==> src/rtl/mac_seq_fixp.sv <==
`timescale 1ns/1ps
// mac_seq_fixp
// Streaming fixed-point multiply-accumulate engine. One (weight, input)
// element pair is taken per cycle, products are summed in a guard-bit
// accumulator, and at end of vector the sum is rounded or truncated,
// saturated or wrapped, optionally ReLU-clamped, and presented as a
// single sBITW.FRACW result.
//
// Handshake rule (both sides): a transfer happens on the rising clock edge
// where valid and ready are both high. A producer holding valid with ready
// low must keep its data stable; the engine holds out_data/out_ovf stable
// while out_valid is high and out_ready is low.
//
// Ports
//   clk, rst_n          clock (rising edge), asynchronous active-low reset
//   in_valid/in_ready   element handshake
//   in_w, in_x          weight and input, sBITW.FRACW
//   in_last             marks the final element of the vector
//   cfg_round           1 = round half up, 0 = truncate (floor)
//   cfg_sat             1 = saturate, 0 = wrap
//   cfg_relu            1 = clamp negative results to 0
//   out_valid/out_ready result handshake
//   out_data            result, sBITW.FRACW
//   out_ovf             result exceeded the BITW range (either mode)
//   state_dbg           current FSM state (ACC=0, FLUSH=1, CALC=2, DONE=3)
module mac_seq_fixp #(
    parameter int BITW  = 16,
    parameter int FRACW = 8,
    parameter int DIM   = 2
) (
    input  logic            clk,
    input  logic            rst_n,
    input  logic            in_valid,
    output logic            in_ready,
    input  logic [BITW-1:0] in_w,
    input  logic [BITW-1:0] in_x,
    input  logic            in_last,
    input  logic            cfg_round,
    input  logic            cfg_sat,
    input  logic            cfg_relu,
    output logic            out_valid,
    input  logic            out_ready,
    output logic [BITW-1:0] out_data,
    output logic            out_ovf,
    output logic [1:0]      state_dbg
);

    localparam int ACCW = 2*BITW + $clog2(DIM) + 1;
    localparam int PRODW = 2*BITW;
    localparam int CNTW = $clog2(DIM+1);

    localparam logic signed [ACCW-1:0] ONE   = 1;
    localparam logic signed [ACCW-1:0] ZERO  = 0;
    localparam logic signed [ACCW-1:0] RND   = ONE <<< (FRACW-1);
    localparam logic signed [ACCW-1:0] MAX_R = (ONE <<< (BITW-1)) - ONE;
    localparam logic signed [ACCW-1:0] MIN_R = -(ONE <<< (BITW-1));
    localparam logic [BITW-1:0] MAX_OUT = {1'b0, {(BITW-1){1'b1}}};
    localparam logic [BITW-1:0] MIN_OUT = {1'b1, {(BITW-1){1'b0}}};

    typedef enum logic [1:0] {
        ACC   = 2'd0,
        FLUSH = 2'd1,
        CALC  = 2'd2,
        DONE  = 2'd3
    } state_t;

    state_t                  state;
    logic signed [ACCW-1:0]  acc;
    logic signed [PRODW-1:0] prod;
    logic                    prod_v;
    logic [CNTW-1:0]         count;
    logic                    lat_round;
    logic                    lat_sat;
    logic                    lat_relu;

    logic signed [PRODW-1:0] prod_c;
    logic signed [ACCW-1:0]  prod_ext;
    logic signed [ACCW-1:0]  rnd_sum;
    logic signed [ACCW-1:0]  r_sh;
    logic                    ovf_c;
    logic [BITW-1:0]         res_c;
    logic                    is_last;

    assign in_ready  = (state == ACC);
    assign state_dbg = state;

    assign prod_c   = $signed(in_w) * $signed(in_x);
    assign prod_ext = {{(ACCW-PRODW){prod[PRODW-1]}}, prod};

    // The DIM-th element closes the vector whatever in_last says.
    assign is_last = in_last || (count == CNTW'(DIM-1));

    // Result path, evaluated from the settled accumulator during CALC.
    always_comb begin
        rnd_sum = acc + (lat_round ? RND : ZERO);
        r_sh    = rnd_sum >>> FRACW;
        ovf_c   = (r_sh > MAX_R) || (r_sh < MIN_R);
        res_c   = r_sh[BITW-1:0];
        if (lat_sat) begin
            if (r_sh > MAX_R) begin
                res_c = MAX_OUT;
            end else if (r_sh < MIN_R) begin
                res_c = MIN_OUT;
            end
        end
        // ReLU looks at the final (saturated or wrapped) value.
        if (lat_relu && res_c[BITW-1]) begin
            res_c = '0;
        end
    end

    always_ff @(posedge clk or negedge rst_n) begin
        if (!rst_n) begin
            state     <= ACC;
            acc       <= '0;
            prod      <= '0;
            prod_v    <= 1'b0;
            count     <= '0;
            lat_round <= 1'b0;
            lat_sat   <= 1'b0;
            lat_relu  <= 1'b0;
            out_valid <= 1'b0;
            out_data  <= '0;
            out_ovf   <= 1'b0;
        end else begin
            case (state)
                ACC: begin
                    // Product pipeline: the product registered last cycle
                    // lands in the accumulator this cycle.
                    if (prod_v) begin
                        acc <= acc + prod_ext;
                    end
                    if (in_valid) begin
                        prod   <= prod_c;
                        prod_v <= 1'b1;
                        count  <= count + CNTW'(1);
                        if (count == '0) begin
                            lat_round <= cfg_round;
                            lat_sat   <= cfg_sat;
                            lat_relu  <= cfg_relu;
                        end
                        if (is_last) begin
                            state <= FLUSH;
                        end
                    end else begin
                        prod_v <= 1'b0;
                    end
                end
                FLUSH: begin
                    acc    <= acc + prod_ext;
                    prod_v <= 1'b0;
                    state  <= CALC;
                end
                CALC: begin
                    out_data  <= res_c;
                    out_ovf   <= ovf_c;
                    out_valid <= 1'b1;
                    acc       <= '0;
                    count     <= '0;
                    prod_v    <= 1'b0;
                    state     <= DONE;
                end
                DONE: begin
                    if (out_ready) begin
                        out_valid <= 1'b0;
                        state     <= ACC;
                    end
                end
                default: begin
                    state <= ACC;
                end
            endcase
        end
    end

endmodule

==> config.mk <==
export PLATFORM = sky130hd
export DESIGN_NAME = mac_seq_fixp
export DESIGN_NICKNAME = d
export VERILOG_FILES = /design/src/rtl/mac_seq_fixp.sv
export SDC_FILE = /design/constraint.sdc
export NUM_CORES = 1
export LEC_CHECK = 0
export BUFFER_PORTS_ARGS = -buffer_cell sky130_fd_sc_hd__buf_2
export CAP_MARGIN = 5
export CORE_ASPECT_RATIO = 1.2
export CORE_MARGIN = 1
export CORE_UTILIZATION = 51
export CTS_BUF_LIST = sky130_fd_sc_hd__clkbuf_4
export DETAILED_ROUTE_END_ITERATION = 16
export GPL_TIMING_DRIVEN = 0
export PLACE_DENSITY = 0.77
export SYNTH_ARGS = -nofsm -noshare
export SYNTH_HDL_FRONTEND = slang
export SYNTH_SLANG_ARGS = --single-unit
==> constraint.sdc <==
create_clock -name clk -period 3.9 [get_ports clk]
set_clock_uncertainty 0.1 [all_clocks]
set_input_delay 0.39 -clock clk [delete_from_list [all_inputs] [get_ports clk]]
set_output_delay 0.39 -clock clk [all_outputs]
set_load 0.05 [all_outputs]
==> results.sh <==
export IMPL_status="finished with violations"
export IMPL_violations="negative setup slack"
export IMPL_post_route_worst_setup_slack_ns=-2.12
export IMPL_placed_cells=2187
export IMPL_ys_seq_area_share_pct=14.5
export IMPL_hp_start="out_ready"
export IMPL_io_pins=61
export IMPL_cts_made_buffers=9
export IMPL_fin_cells=2283
export IMPL_die_x_um=163
export IMPL_cts_tree="yes"
export IMPL_syn_nets=2155
export IMPL_tightest_slew_ns=0.730
export IMPL_cp_start_kind="input port"
export IMPL_r2r_cells=11
export IMPL_clockRootBuffer="clkbuf_4"
export IMPL_vias=12500
export IMPL_hpwl_mm=31.2
export IMPL_r2r_end="acc[33]$_DFFE_PN0P_"
export IMPL_path_clk_slew_ns=0.13
export IMPL_crit_path_end_kind="flip-flop"
export IMPL_cp_arrival_ns=6.24
export IMPL_ys_types=76
export IMPL_hp_class="in2reg"
export IMPL_drive_gt1_share_pct=21.6
export IMPL_finalHoldViolations=0
export IMPL_setup_tns_ns=-35.32
export IMPL_syn_to_final_growth_pct=18.8
export IMPL_final_nets=2306
export IMPL_wl_per_cell_um=17.6
export IMPL_slew_limit_headroom_pct=51.4
export IMPL_grt_max_degree=62
export IMPL_drc=0
export IMPL_grt_overflow_total=0
export IMPL_synthFlopType="dfrtp_1"
export IMPL_cts_buffer_depth=2
export IMPL_htree_levels=3
export IMPL_drt_wl_total_mm=40.1
export IMPL_holdWs_ns=0.0350
export IMPL_start_util_pct=51.9
export IMPL_rsz0062_at_grt="yes"
export IMPL_die_area_um2=31800
export IMPL_post_synth_cell_area_avg_um2=9.16
export IMPL_syn_instance_count=1730
export IMPL_insertion_delay_ns=0.46
export IMPL_crit_type="in2reg"
export IMPL_ys_warnings_count=0
export IMPL_fin_area_um2=18800
export IMPL_async_reset_ff_share_pct=100
export IMPL_min_period_over_period_pct=154
export IMPL_core_area_um2=30600
export IMPL_synth_seq_cells=92
export IMPL_cp_max_fo=10
export IMPL_syn_area_um2=15900
export IMPL_cts_sinks=92
export IMPL_vias_per_cell=5.48
export IMPL_firstDrtPassIters=7
export IMPL_port_buffers=60
export IMPL_min_path_cells=2
export IMPL_die_h_um=195
export IMPL_drv_cap=0
export IMPL_grt_pass1_wl_mm=63.2
export IMPL_grt_total_usage_pct=25.1
export IMPL_grt_antenna_before_repair=2
export IMPL_row_count=70
export IMPL_drt_initial_drc_count=636
export IMPL_finalSetupViolations=25
export IMPL_drtAntennaViolNets=0
export IMPL_drv_slew=0
export IMPL_fin_crit_ns=6.02
export IMPL_fmax_mhz=166
export IMPL_placed_cell_area_um2=17200
export IMPL_first_global_vias=12900
export IMPL_required_ns=4.12
export IMPL_holdPathEnd="out_valid$_DFFE_PN0P_"
export IMPL_reg2reg_slack_ns=0.21
export IMPL_gp_congestion=0.938
export IMPL_synth_edff_count=0
export IMPL_r2r_start="acc[20]$_DFFE_PN0P_"
[cell usage after synthesis, drive strengths merged (6+ instances only)]
cell    count  area share (%)
inv       370             8.8
fa        263              33
nand2     193             4.6
and2      126             5.0
ha        122             9.6
dfrtp      92              15
o21ai      64             2.0
a21oi      55             1.8
clkbuf     49             1.2
xnor2      49             2.8
nor2       41            0.99
xor2       35             1.9
a21o       29             1.4
nand3      25            0.79
a22o       22             1.2
nand2b     16            0.63
o221ai     16             1.3
nand4      13            0.55
o31ai      13            0.62
a211oi     12            0.60
buf        12            0.49
nor3       12            0.41
mux2       11            0.80
o21a        9            0.43
and4        6            0.36
o21bai      6            0.28
or3         6            0.27
[sequential cells by signal, indices dropped and copies added, names as in the netlist]
name	cells
out_data	16
prod_v	1
lat_round	1
lat_sat	1
lat_relu	1
out_ovf	1
acc	34
prod	32
count	2
state_dbg	2
out_valid	1
[what timing repair did]
action	in CTS	in global routing
gates resized for setup	132	101
endpoints found under the setup margin	25	25
setup buffers	50	36
cloned	1	1
endpoints found under the hold margin	31	0
pin swaps	83	89
hold buffers	1	0
[metrics by stage]
stage | setup WS, ns | util (%)
global route | -2.22 | 61.6
floorplan | -2.06 | -
CTS | -2.07 | 60.0
global placement | -2.75 | 56.3
finish | -2.12 | 61.6
detailed placement | -2.81 | 56.4
[placed cells by master (no fill, tap or decap), drive strengths merged, types with 3 or more instances in the layout]
cell and instances:
nand3 25, fa 263, o21ai 64, o22ai 3, and3 5, nand4 13
nand2 193, xor2 35, and2 126, nor3 12, o211ai 4, buf 156
a21oi 55, or3 6, a211o 5, clkbuf 53, dfrtp 92, clkinvlp 3
o21bai 6, mux2i 3, o221ai 16, xnor2 49, inv 370, a31oi 5
mux2 11, a41oi 4, nand3b 3, o21a 9, a22o 22, o31ai 13
a211oi 12, and4 6, a21o 29, nor2 41, ha 122, nor2b 4
nand2b 16
[worst max path at each step]
stage                        start                    to  cells past startpoint
final                     in_w[14]  prod[28]$_DFFE_PN0P_                     24
after global routing       in_x[6]  prod[31]$_DFFE_PN0P_                     27
after CTS                  in_x[6]  prod[31]$_DFFE_PN0P_                     25
after detailed placement  in_x[13]  prod[31]$_DFFE_PN0P_                     24
after global placement    in_x[13]  prod[31]$_DFFE_PN0P_                     24
after floorplan            in_x[1]  prod[31]$_DFFE_PN0P_                     25
[cell families (layout without fill, tap and decap cells)]
family / after synthesis / after routing / synth area share (%)
buffers and inverters: 431 / 587 / 10.4
and+or+nand+nor: 459 / 459 / 14.8
other: 0 / 1 / 0
muxes: 14 / 14 / 0.994
xor gates and xnor gates: 84 / 84 / 4.69
adders and majority gates: 385 / 385 / 42.8
AOI/OAI and AO/OA: 265 / 265 / 11.8
DFF: 92 / 92 / 14.5
[final cells by class]
cell class	instances	area (um^2)
multi-input cells	1207	12600
fillers	2445	11700
diodes	1	2.50
flip-flops and latches	92	2300
well taps	396	495
inverters	370	1390
plain buffers	59	706
clock inverters	7	91.3
repair buffers	142	1160
clock buffers	9	67.6
[critical path: stages]
cell and delay (ns):
buf_2 0.20, clkbuf_8 0.22, nand2_1 0.09, fa_1 0.51, fa_1 0.44, fa_1 0.54
inv_2 0.05, fa_1 0.49, fa_1 0.51, inv_2 0.04, fa_1 0.54, inv_2 0.04
ha_4 0.18, or3_4 0.40, a21oi_4 0.19, o31ai_4 0.10, a211oi_2 0.29, o31ai_2 0.12
o31ai_2 0.29, buf_4 0.19, nand2b_4 0.05, a21oi_2 0.13, xor2_1 0.15, o21ai_1 0.07
[per-layer routing]
metal / GRT usage (%) / part of all wire [%]
met5: 0 / 0.040
met4: 10.3 / 4.3
met3: 2.32 / 5.1
met2: 45.5 / 52
met1: 30.4 / 39
Power is not shown: default switching activity piles up to over one toggle a cycle in this logic, so the estimate is an artifact.
